==> config.mk <==
export PLATFORM = sky130hd
export DESIGN_NAME = gray_counter
export DESIGN_NICKNAME = d
export VERILOG_FILES = /design/src/rtl/gray_pkg.sv /design/src/rtl/gray_counter.sv
export SDC_FILE = /design/constraint.sdc
export NUM_CORES = 1
export LEC_CHECK = 0
export BUFFER_PORTS_ARGS = -buffer_cell sky130_fd_sc_hd__buf_2
export CAP_MARGIN = 5
export CORE_MARGIN = 10
export CORE_UTILIZATION = 50
export DETAILED_ROUTE_END_ITERATION = 10
export GPL_TIMING_DRIVEN = 0
export PLACE_DENSITY = 0.75
export SYNTH_ARGS = -nofsm -noshare
export SYNTH_HDL_FRONTEND = slang
export SYNTH_SLANG_ARGS = --single-unit
==> constraint.sdc <==
create_clock -name clk -period 2.5 [get_ports clk]
set_input_delay 0 -clock clk [delete_from_list [all_inputs] [get_ports clk]]
set_output_delay 0 -clock clk [all_outputs]
set_load 0.02 [all_outputs]
==> src/rtl/gray_pkg.sv <==
// -----------------------------------------------------------------------------
// gray_pkg
// Stateless binary <-> Gray converters shared by the Gray counter.
//
// Both functions work on a fixed GRAY_MAX_W-bit container. Callers zero-extend
// their narrower operand into the container and truncate the result back to
// their own width. Zero upper bits do not change either conversion:
//   - b2g: the zero MSBs shift into zeros.
//   - g2b: each binary bit is the XOR of all Gray bits at or above it, and
//     zeros contribute nothing.
// Callers therefore never need to mask.
// -----------------------------------------------------------------------------
package gray_pkg;

    localparam int GRAY_MAX_W = 64;

    // Binary to reflected Gray code.
    function automatic logic [GRAY_MAX_W-1:0] b2g(input logic [GRAY_MAX_W-1:0] b);
        return b ^ (b >> 1);
    endfunction

    // Reflected Gray code to binary: b[N-1] = g[N-1], b[i] = b[i+1] ^ g[i].
    function automatic logic [GRAY_MAX_W-1:0] g2b(input logic [GRAY_MAX_W-1:0] g);
        logic [GRAY_MAX_W-1:0] b;
        b = '0;
        b[GRAY_MAX_W-1] = g[GRAY_MAX_W-1];
        for (int i = GRAY_MAX_W - 2; i >= 0; i--) begin
            b[i] = b[i+1] ^ g[i];
        end
        return b;
    endfunction

endpackage

==> src/rtl/gray_counter.sv <==
// -----------------------------------------------------------------------------
// gray_counter
// Registered Gray-code counter intended as a CDC FIFO pointer source. It keeps a
// binary count and a Gray copy, and drives both straight from flops. The Gray
// flops are loaded with the Gray code of the *next* binary value, so they change
// exactly one bit per step and can be synchronized safely into another domain.
// A Gray value can be loaded synchronously, for example to re-seed from a
// synchronized remote pointer.
//
// Parameters:
//   DATA_WIDTH  counter width, 1 .. gray_pkg::GRAY_MAX_W (default 16)
//
// Ports:
//   clk        rising-edge clock
//   resetn     asynchronous active-low reset; clears bin, gray and wrap
//   en         advance the count by one this cycle
//   load       synchronous load; takes priority over en
//   load_gray  Gray-coded value captured when load=1
//   dir        (GRAY_COUNTER_DOWN_EN only) 0 = count up, 1 = count down
//   gray       registered Gray code of the count
//   bin        registered binary count
//   wrap       registered one-cycle pulse on terminal->0 (up) or 0->terminal (down)
//
// Optional build macro:
//   GRAY_COUNTER_DOWN_EN  adds the dir port and down counting. When it is not
//                         defined, the counter counts up only.
// -----------------------------------------------------------------------------
module gray_counter
    import gray_pkg::*;
#(
    parameter int DATA_WIDTH = 16
) (
    input  logic                  clk,
    input  logic                  resetn,
    input  logic                  en,
    input  logic                  load,
    input  logic [DATA_WIDTH-1:0] load_gray,
`ifdef GRAY_COUNTER_DOWN_EN
    input  logic                  dir,
`endif
    output logic [DATA_WIDTH-1:0] gray,
    output logic [DATA_WIDTH-1:0] bin,
    output logic                  wrap
);

    localparam logic [DATA_WIDTH-1:0] ONE_V = DATA_WIDTH'(1'b1);

    logic [DATA_WIDTH-1:0] bin_r;
    logic [DATA_WIDTH-1:0] gray_r;
    logic                  wrap_r;

    logic                  down_s;
    logic [DATA_WIDTH-1:0] step_bin_s;
    logic                  step_wrap_s;
    logic [GRAY_MAX_W-1:0] step_ext_s;
    logic [GRAY_MAX_W-1:0] load_ext_s;
    logic [DATA_WIDTH-1:0] step_gray_s;
    logic [DATA_WIDTH-1:0] load_bin_s;
    logic [DATA_WIDTH-1:0] bin_nxt_s;
    logic [DATA_WIDTH-1:0] gray_nxt_s;
    logic                  wrap_nxt_s;

    // Count direction: fixed to up unless the down option is built in.
    always_comb begin
        down_s = 1'b0;
`ifdef GRAY_COUNTER_DOWN_EN
        down_s = dir;
`endif
    end

    // Next binary value for a counting step, and whether that step wraps.
    always_comb begin
        step_bin_s  = bin_r;
        step_wrap_s = 1'b0;
        if (down_s) begin
            step_bin_s  = bin_r - ONE_V;
            step_wrap_s = ~|bin_r;
        end else begin
            step_bin_s  = bin_r + ONE_V;
            step_wrap_s = &bin_r;
        end
    end

    // Convert the stepped binary value to Gray, and the loaded Gray value to
    // binary. Each operand is zero-extended into the package's wide container.
    always_comb begin
        step_ext_s                   = '0;
        step_ext_s[DATA_WIDTH-1:0]   = step_bin_s;
        load_ext_s                   = '0;
        load_ext_s[DATA_WIDTH-1:0]   = load_gray;
        step_gray_s                  = DATA_WIDTH'(b2g(step_ext_s));
        load_bin_s                   = DATA_WIDTH'(g2b(load_ext_s));
    end

    // Select the next state with priority load > en > hold.
    // On a load, the Gray flops take load_gray as given rather than a
    // recomputed value.
    always_comb begin
        bin_nxt_s  = bin_r;
        gray_nxt_s = gray_r;
        wrap_nxt_s = 1'b0;
        if (load) begin
            bin_nxt_s  = load_bin_s;
            gray_nxt_s = load_gray;
            wrap_nxt_s = 1'b0;
        end else if (en) begin
            bin_nxt_s  = step_bin_s;
            gray_nxt_s = step_gray_s;
            wrap_nxt_s = step_wrap_s;
        end else begin
            bin_nxt_s  = bin_r;
            gray_nxt_s = gray_r;
            wrap_nxt_s = 1'b0;
        end
    end

    // State and output registers, cleared asynchronously by resetn.
    always_ff @(posedge clk or negedge resetn) begin
        if (!resetn) begin
            bin_r  <= '0;
            gray_r <= '0;
            wrap_r <= 1'b0;
        end else begin
            bin_r  <= bin_nxt_s;
            gray_r <= gray_nxt_s;
            wrap_r <= wrap_nxt_s;
        end
    end

    assign bin  = bin_r;
    assign gray = gray_r;
    assign wrap = wrap_r;

endmodule

After elaboration in Yosys (flattened, before gate mapping) --
Index checks and enable logic that the tools add are counted.
Operators by class: $add $sub $neg 1, mux-type cells 6, bitwise operators 16, reduce and logical (&&, ||, !) cells 2
Operator list (count):
- $mux W16 | 4
- $add A16 B1 Y16 const B | 1
- $reduce_and A16 Y1 | 1
- $xor A16 B15 Y16 | 1
- $xor A1 B1 Y1 | 15
- $mux W1 | 2
- $reduce_bool A2 Y1 | 1
Word-level totals: flip-flop bits (word level) 33, input port bits 20, output and inout bits 33, logic and storage cells 28

Logic depth before layout (Yosys ltp) --
Gate-level depths: netlist of the first run.
depth after elaboration 16, mapped depth 8, depth with buffers taken out 7

Worst setup path before layout of the first run --
Ideal clock, no wire load.
kind register to register, start reg bin_r[2] (netlist: bin[2]), end reg gray_r[10] (netlist: gray[10]), data arrival time 2.227 ns, data required time 2.434 ns, setup slack 0.206 ns, stages on the path, launching flop included 8, cell sequence dfrtp_1 > clkbuf_1 > nand4_1 > or3_1 > and3_1 > or4_1 > nand3_1 > a22o_1
On the way: cells in the longest elaborated chain, start to end 4
RTL lines:
- start: declaration | RTL line gray_counter.sv:48 | logic [DATA_WIDTH-1:0] bin_r;
- start signal: assignment | RTL line gray_counter.sv:124 | bin_r <= bin_nxt_s;
- $add A16 B1 Y16 | RTL line gray_counter.sv:79 | step_bin_s = bin_r + ONE_V;
- $xor A16 B15 Y16 | RTL line gray_pkg.sv:19 | return b ^ (b >> 1);
- $mux W16 | RTL line gray_counter.sv:106 | end else if (en) begin
- $mux W16 | RTL line gray_counter.sv:102 | if (load) begin
- end signal: assignment | RTL line gray_counter.sv:125 | gray_r <= gray_nxt_s;
- end: declaration | RTL line gray_counter.sv:49 | logic [DATA_WIDTH-1:0] gray_r;
Every way passes these cells. The select of a mux whose other input is x is not followed. A chain may end at the register's enable or synchronous reset.

Worst setup path after layout of the first run --
start reg bin_r[7] (netlist: bin[7]), end reg gray_r[10] (netlist: gray[10])
Same word-level chain as after synthesis.

==> run summary, run 1 <==
Status: finished, final reports clean
Antenna violations before repair: 0
Internal Pwr Total: 1.56 mW
Sequential cell area in the final layout: 802 sq um
Worst clock skew on the final layout: 0.00472 ns
Final clock period utilization by the worst path: 91.4%
Arrival time of the worst setup path: 2.51 ns
Clock transition at the register clock pins on the worst setup and hold paths after CTS: 0.07 ns
Count of cells along the worst hold path: 2
Async SR Flop Fraction: 100%
GRT Residual Overflow: 0
Number of detailed-routing iterations run before antenna repair: 4
Final total negative setup slack: 0 ns
Area of the core region: 4410 sq um
Most used standard cell by instance count after synthesis: sky130_fd_sc_hd__dfrtp_1
Starting Density: 52.0%
R2R setup slack: 0.21 ns
Wire length reported by the detailed router: 6350 microns
Number of vias per cell after detailed routing: 5.57
Final Power: 2.83 mW
Count of state elements after synthesis: 32
Fraction of power consumed by the clock network: 15.6%
Top cell types by occurrence after synthesis: 32 x sky130_fd_sc_hd__dfrtp_1, 31 x sky130_fd_sc_hd__nand2_1, 30 x sky130_fd_sc_hd__xnor2_1, 21 x sky130_fd_sc_hd__o21ai_0
Die area: 7700 sq um
Largest net degree at the start of global routing: 33
Cells taking the most area after synthesis: sky130_fd_sc_hd__dfrtp_1 35%, sky130_fd_sc_hd__xnor2_1 11%, sky130_fd_sc_hd__xor2_1 7.6%
Sw Ratio: 45.0%
Number of clock sinks: 32
Drc violations: 0
Synth-to-Final Area Change: 22.8%
Share of the synthesized area in the top cell type: 34.9%
Most area-hungry cell type in the Yosys netlist: sky130_fd_sc_hd__dfrtp_1
Avg WL per Cell: 16.7 microns
IR Drop Worst-Case VDD: 0.464 mV
Sequential element share of the synthesized area: 34.9%
Die W: 87.7 microns
Wire length of the first global-routing pass: 10,800 microns
Startpoint class of the critical path: flip-flop
Clock tree from TritonCTS: yes
Row count: 24
Setup repair after global routing missed its margin: no
Actual transition at the worst max-transition pin: 0.735 ns
Worst path required time: 2.72 ns
Number of setup buffers added after CTS: 0
Biggest fanout along the worst timing path: 8
Lkg Pwr: 1.25 nW
Weighted congestion at the end of routability-driven global placement: 0.891
Final HPWL DP: 4710 microns
Layout fillers: 397
Sequential Power Share: 30.0%
Hold path startpoint: load_gray[10]
Max capacitance violation total: 0
Remaining antenna violation count after routing: 0
Ant diodes: 0
Area of combinational cells with multiple inputs: 1400 sq um
Syn avg cell area: 8.73 sq um
Ports placed on the boundary: 53
Utilization after layout: 63.9%
Worst min-delay path endpoint: gray[10]
Final-report setup violation count: 0
Post-synthesis cell count: 263
Final period demand of the worst path: 2.29 ns
Total number of H-tree levels: 2
NumNets Final: 350
Count of cells along the worst register-to-register path: 7
Global-route usage over all layers: 17.3%
Total number of vias: 2,121
WS Path Type: reg -> reg
Number of hold-slack violations in the final timing report: 0
Part of the power in combinational logic: 54.5%
Chip height: 87.7 microns
Worst min path class: in -> reg
Switch Pwr: 1.27 mW
Number of enable-type register cells in the synthesized netlist: 0
Place WS: 0.0470 ns
Power per cell area: 1000 nW/um^2
Headroom to the max-slew limit: 51.0%
Clock tree buffer depth: 2
DR iter-0 viols: 167
Launch instance of the worst register-to-register path: bin[7]
Clock Tree Root: sky130_fd_sc_hd__clkbuf_8
Crit path setup slack, layout: 0.214 ns
Number of global-route vias before repair: 2,258
Number of library cell types mapped by synthesis: 39
Fmax achieved: 438 MHz
Ys Warns: 0
Count of final max-slew check failures: 0
Clock buffer count from CTS: 5
Netlist area before placement: 2290 sq um
Count of input and output buffers: 52
Number of nets produced by synthesis: 284
Proportion of layout cells with a drive suffix above 1: 20.7%
Category of the worst setup path capture point: flip-flop
Insertion delay of the later-clocked pin in the worst-skew pair: 0.28 ns
Predominant post-synthesis flop cell: sky130_fd_sc_hd__dfrtp_1
Critical register-to-register path endpoint: gray[10]
power groups by stage:
stage	clock (mW)	sequential [mW]	combinational (mW)
global route	0.465	0.874	1.71
floorplan	0	0.971	0.995
CTS	0.442	0.786	1.61
detailed placement	0	0.794	1.59
global placement	0	0.789	1.56
finish	0.441	0.847	1.54
registers in the layout (all words and copies together) (netlist names):
register	flops
gray	15
wrap	1
bin	16
placed cells by master, fill, tap and decap left out, types with 2 or more instances in the layout:
cell / count
sky130_fd_sc_hd__buf_1: 2
sky130_fd_sc_hd__nand2_1: 31
sky130_fd_sc_hd__a21boi_0: 2
sky130_fd_sc_hd__a221oi_1: 2
sky130_fd_sc_hd__mux2i_1: 12
sky130_fd_sc_hd__dfrtp_1: 31
sky130_fd_sc_hd__a21oi_1: 11
sky130_fd_sc_hd__xor2_1: 20
sky130_fd_sc_hd__or3_1: 2
sky130_fd_sc_hd__a211oi_1: 3
sky130_fd_sc_hd__nand4_1: 4
sky130_fd_sc_hd__nor2_1: 20
sky130_fd_sc_hd__nor4_1: 3
sky130_fd_sc_hd__xnor2_1: 30
sky130_fd_sc_hd__o21ai_0: 21
sky130_fd_sc_hd__buf_2: 52
sky130_fd_sc_hd__nor2b_1: 3
sky130_fd_sc_hd__o22ai_1: 5
sky130_fd_sc_hd__dlygate4sd3_1: 10
sky130_fd_sc_hd__inv_1: 7
sky130_fd_sc_hd__nand3_1: 6
sky130_fd_sc_hd__clkbuf_8: 7
sky130_fd_sc_hd__nor3_1: 8
sky130_fd_sc_hd__a41oi_1: 2
sky130_fd_sc_hd__clkbuf_1: 14
layer usage:
layer / vias to the layer above / GRT usage [%] / wire, microns
met5: - / 0 / 0
met4: 0 / 5.51 / 86
met3: 12 / 4.09 / 503
met2: 78 / 28.4 / 2990
met1: 999 / 21.8 / 2770
li1: 1032 / - / -
what timing repair did:
item | CTS | global route
gates resized for setup | 0 | 5
hold buffers | 10 | 0
hold endpoints to repair | 41 | 0
endpoints found under the setup margin | 0 | 14
worst max path at each step:
stage	startpoint	to	slack, ns
global placement	bin[2]	gray[10]	0.07
finish	bin[7]	gray[10]	0.21
CTS	bin[2]	gray[10]	0.03
global route	bin[3]	gray[13]	0.03
detailed placement	bin[2]	gray[14]	0.05
floorplan	bin[2]	gray[10]	0.21
stage by stage:
step,instance area (sq um),std cells,hold slack [ns]
finish,2820,381,0.000204
global placement,2620,367,0.0931
CTS,2820,384,0.00461
detailed placement,2620,367,0.104
floorplan,2290,263,-0.296
global route,2820,381,0.0169
critical path, cell delays in order (launching register included):
cell	delay [ns]
sky130_fd_sc_hd__dfrtp_1	0.37
sky130_fd_sc_hd__clkbuf_1	0.33
sky130_fd_sc_hd__nand2_1	0.19
sky130_fd_sc_hd__or3_1	0.43
sky130_fd_sc_hd__and3_1	0.22
sky130_fd_sc_hd__or4_1	0.46
sky130_fd_sc_hd__nand3_1	0.09
sky130_fd_sc_hd__a22o_1	0.14
final cells by class:
class	count	area share, %
multi-input combinational	203	49.5
sequential	32	28.5
timing repair buffer	62	12.8
clock buffer	7	3.42
buffer	18	2.57
tap	52	2.31
inverter	7	0.932
cells by family after synthesis:
logic type	Yosys count	synth area share [%]
compound gates	51	13.2
xor+xnor	55	24.6
fa+ha+maj	1	0.545
buf+inv	28	4.74
flops	32	34.9
mux	12	5.23
simple gates	84	16.8
Note: power is estimated with default switching activity, not from simulation.
==> inputs of run 2 (changes only) <==
CORE_UTILIZATION = 45   (was 50)
PLACE_DENSITY = 0.69   (was 0.75)
==> run summary, run 2 (synthesis gave the netlist of run 1 again) <==
Status: finished, final reports clean
Actual transition at the worst max-transition pin: 0.721 ns
Worst path required time: 2.73 ns
Clock buffer count from CTS: 5
Wire length reported by the detailed router: 6170 microns
Final-report setup violation count: 0
Metal-1 WL: 2670 microns
Count of cells along the worst hold path: 3
Power per cell area: 953 nW/um^2
Critical register-to-register path endpoint: gray[10]
Category of the worst setup path capture point: flip-flop
Sw Ratio: 44.9%
Number of vias per cell after detailed routing: 5.17
Total cell area at the placement stage: 2640 sq um
Utilization after layout: 59.8%
Final HPWL DP: 4530 microns
Clock Tree Root: sky130_fd_sc_hd__clkbuf_8
Startpoint class of the critical path: flip-flop
Die area: 8360 sq um
Total number of vias: 2,075
Weighted congestion at the end of routability-driven global placement: 0.898
Antenna violations before repair: 0
Most common cell after layout, fill and taps aside: sky130_fd_sc_hd__buf_2
Hold path startpoint: load_gray[7]
NumNets Final: 357
Final total negative setup slack: 0 ns
GRT Residual Overflow: 0
WS Path Type: reg -> reg
Worst min-delay path endpoint: gray[7]
Area of the core region: 4820 sq um
Remaining antenna violation count after routing: 0
Worst min path class: in -> reg
Starting Density: 47.6%
Proportion of layout cells with a drive suffix above 1: 20.4%
Layout fillers: 444
Ports placed on the boundary: 53
Count of input and output buffers: 52
Headroom to the max-slew limit: 51.9%
Largest register FFs: 16
Number of clock sinks: 32
Avg WL per Cell: 15.4 microns
Number of detailed-routing iterations run before antenna repair: 4
Synth-to-Final Area Change: 25.5%
Clock transition at the register clock pins on the worst setup and hold paths after CTS: 0.06 ns
Wire length of the first global-routing pass: 10,000 microns
Sequential Power Share: 30.6%
R2R setup slack: 0.14 ns
Launch instance of the worst register-to-register path: bin[2]
Global-route usage over all layers: 14.6%
Biggest fanout along the worst timing path: 11
Fmax achieved: 424 MHz
Insertion delay of the later-clocked pin in the worst-skew pair: 0.29 ns
Top library cells by usage in the layout, fill and taps aside: 52 x sky130_fd_sc_hd__buf_2, 32 x sky130_fd_sc_hd__dfrtp_1, 31 x sky130_fd_sc_hd__nand2_1, 30 x sky130_fd_sc_hd__xnor2_1, 21 x sky130_fd_sc_hd__o21ai_0
Clock tree from TritonCTS: yes
Arrival time of the worst setup path: 2.58 ns
Part of the power in combinational logic: 56.1%
Area of combinational cells with multiple inputs: 1400 sq um
Lkg Pwr: 1.26 nW
Chip height: 91.4 microns
Total number of H-tree levels: 2
Clock tree buffer depth: 2
Setup repair after global routing missed its margin: no
Max capacitance violation total: 0
Fraction of power consumed by the clock network: 13.3%
Wire length on met3: 495 microns
Row count: 25
Switch Pwr: 1.23 mW
Met2 wire length: 2920 microns
Internal Pwr Total: 1.51 mW
Post-route design area: 2880 sq um
Final clock period utilization by the worst path: 94.3%
Worst clock skew on the final layout: 0.00459 ns
Count of final max-slew check failures: 0
Number of global-route vias before repair: 2,027
Largest net degree at the start of global routing: 33
Ant diodes: 0
Number of hold-slack violations in the final timing report: 0
Sequential cell area in the final layout: 801 sq um
Count of cells along the worst register-to-register path: 6
DR iter-0 viols: 158
IR Drop Worst-Case VDD: 0.406 mV
Final period demand of the worst path: 2.36 ns
Die W: 91.4 microns
Max layer used: met4
Drc violations: 0
[run 2: cell count changes in the layout (fill, tap and decap cells not counted), sizes merged]
cell,before,now
dlygate4sd3,10,15
clkbuf,22,21
buf,55,56
[run 2: critical path, stage by stage, from the launching register on]
cell and delay, ns:
sky130_fd_sc_hd__dfrtp_1 0.56, sky130_fd_sc_hd__nand4_1 0.27, sky130_fd_sc_hd__or3_1 0.52, sky130_fd_sc_hd__and3_1 0.22, sky130_fd_sc_hd__or4_1 0.47, sky130_fd_sc_hd__nand3_1 0.10
sky130_fd_sc_hd__a22o_1 0.14
[run 2: what timing repair did]
| action | in CTS | in global routing |
|---|---|---|
| resized for setup | 0 | 4 |
| setup buffers | 0 | 2 |
| hold buffers | 15 | 0 |
| endpoints found under the setup margin | 0 | 13 |
| hold endpoints to repair | 46 | 0 |
[run 2: stage by stage]
stage | hold WS (ns) | std cells | power (mW) | setup slack [ns]
after floorplan | -0.296 | 263 | 1.97 | 0.206
after global placement | 0.0960 | 382 | 2.34 | 0.0831
after detailed placement | 0.0946 | 382 | 2.35 | 0.0233
after CTS | 0.00922 | 402 | 2.74 | 0.00812
after global routing | 0.00836 | 401 | 2.97 | 0.0165
final | 0.00620 | 401 | 2.75 | 0.142
[run 2: layout make-up]
| class | count | share of cell area, % |
|---|---|---|
| multi-input combinational | 203 | 48.7 |
| timing repair buffer | 69 | 14.8 |
| buffer | 18 | 2.52 |
| clock buffer | 5 | 2.39 |
| inverter | 7 | 0.912 |
| tap | 67 | 2.91 |
| sequential | 32 | 27.8 |
[run 2: worst max path at each step]
stage,from,to,slack (ns)
after floorplan,bin[2],gray[10],0.21
after global placement,bin[2],gray[14],0.08
after detailed placement,bin[2],gray[14],0.02
after CTS,bin[2],gray[14],0.008
after global routing,load_gray[13],bin[0],0.02
final,bin[2],gray[10],0.14
[run 2: power by group through the flow]
stage | clock, mW | sequential (mW) | combinational [mW]
floorplan | 0 | 0.971 | 0.995
global placement | 0 | 0.789 | 1.55
detailed placement | 0 | 0.794 | 1.56
CTS | 0.367 | 0.785 | 1.59
global route | 0.389 | 0.879 | 1.70
finish | 0.365 | 0.841 | 1.54
[run 2: routing by layer]
metal / track usage (%) / vias to the layer above
met1: 18.1 / 956
li1: - / 1044
met2: 23.4 / 69
met3: 4.53 / 6
met5: 0 / -
met4: 4.96 / 0
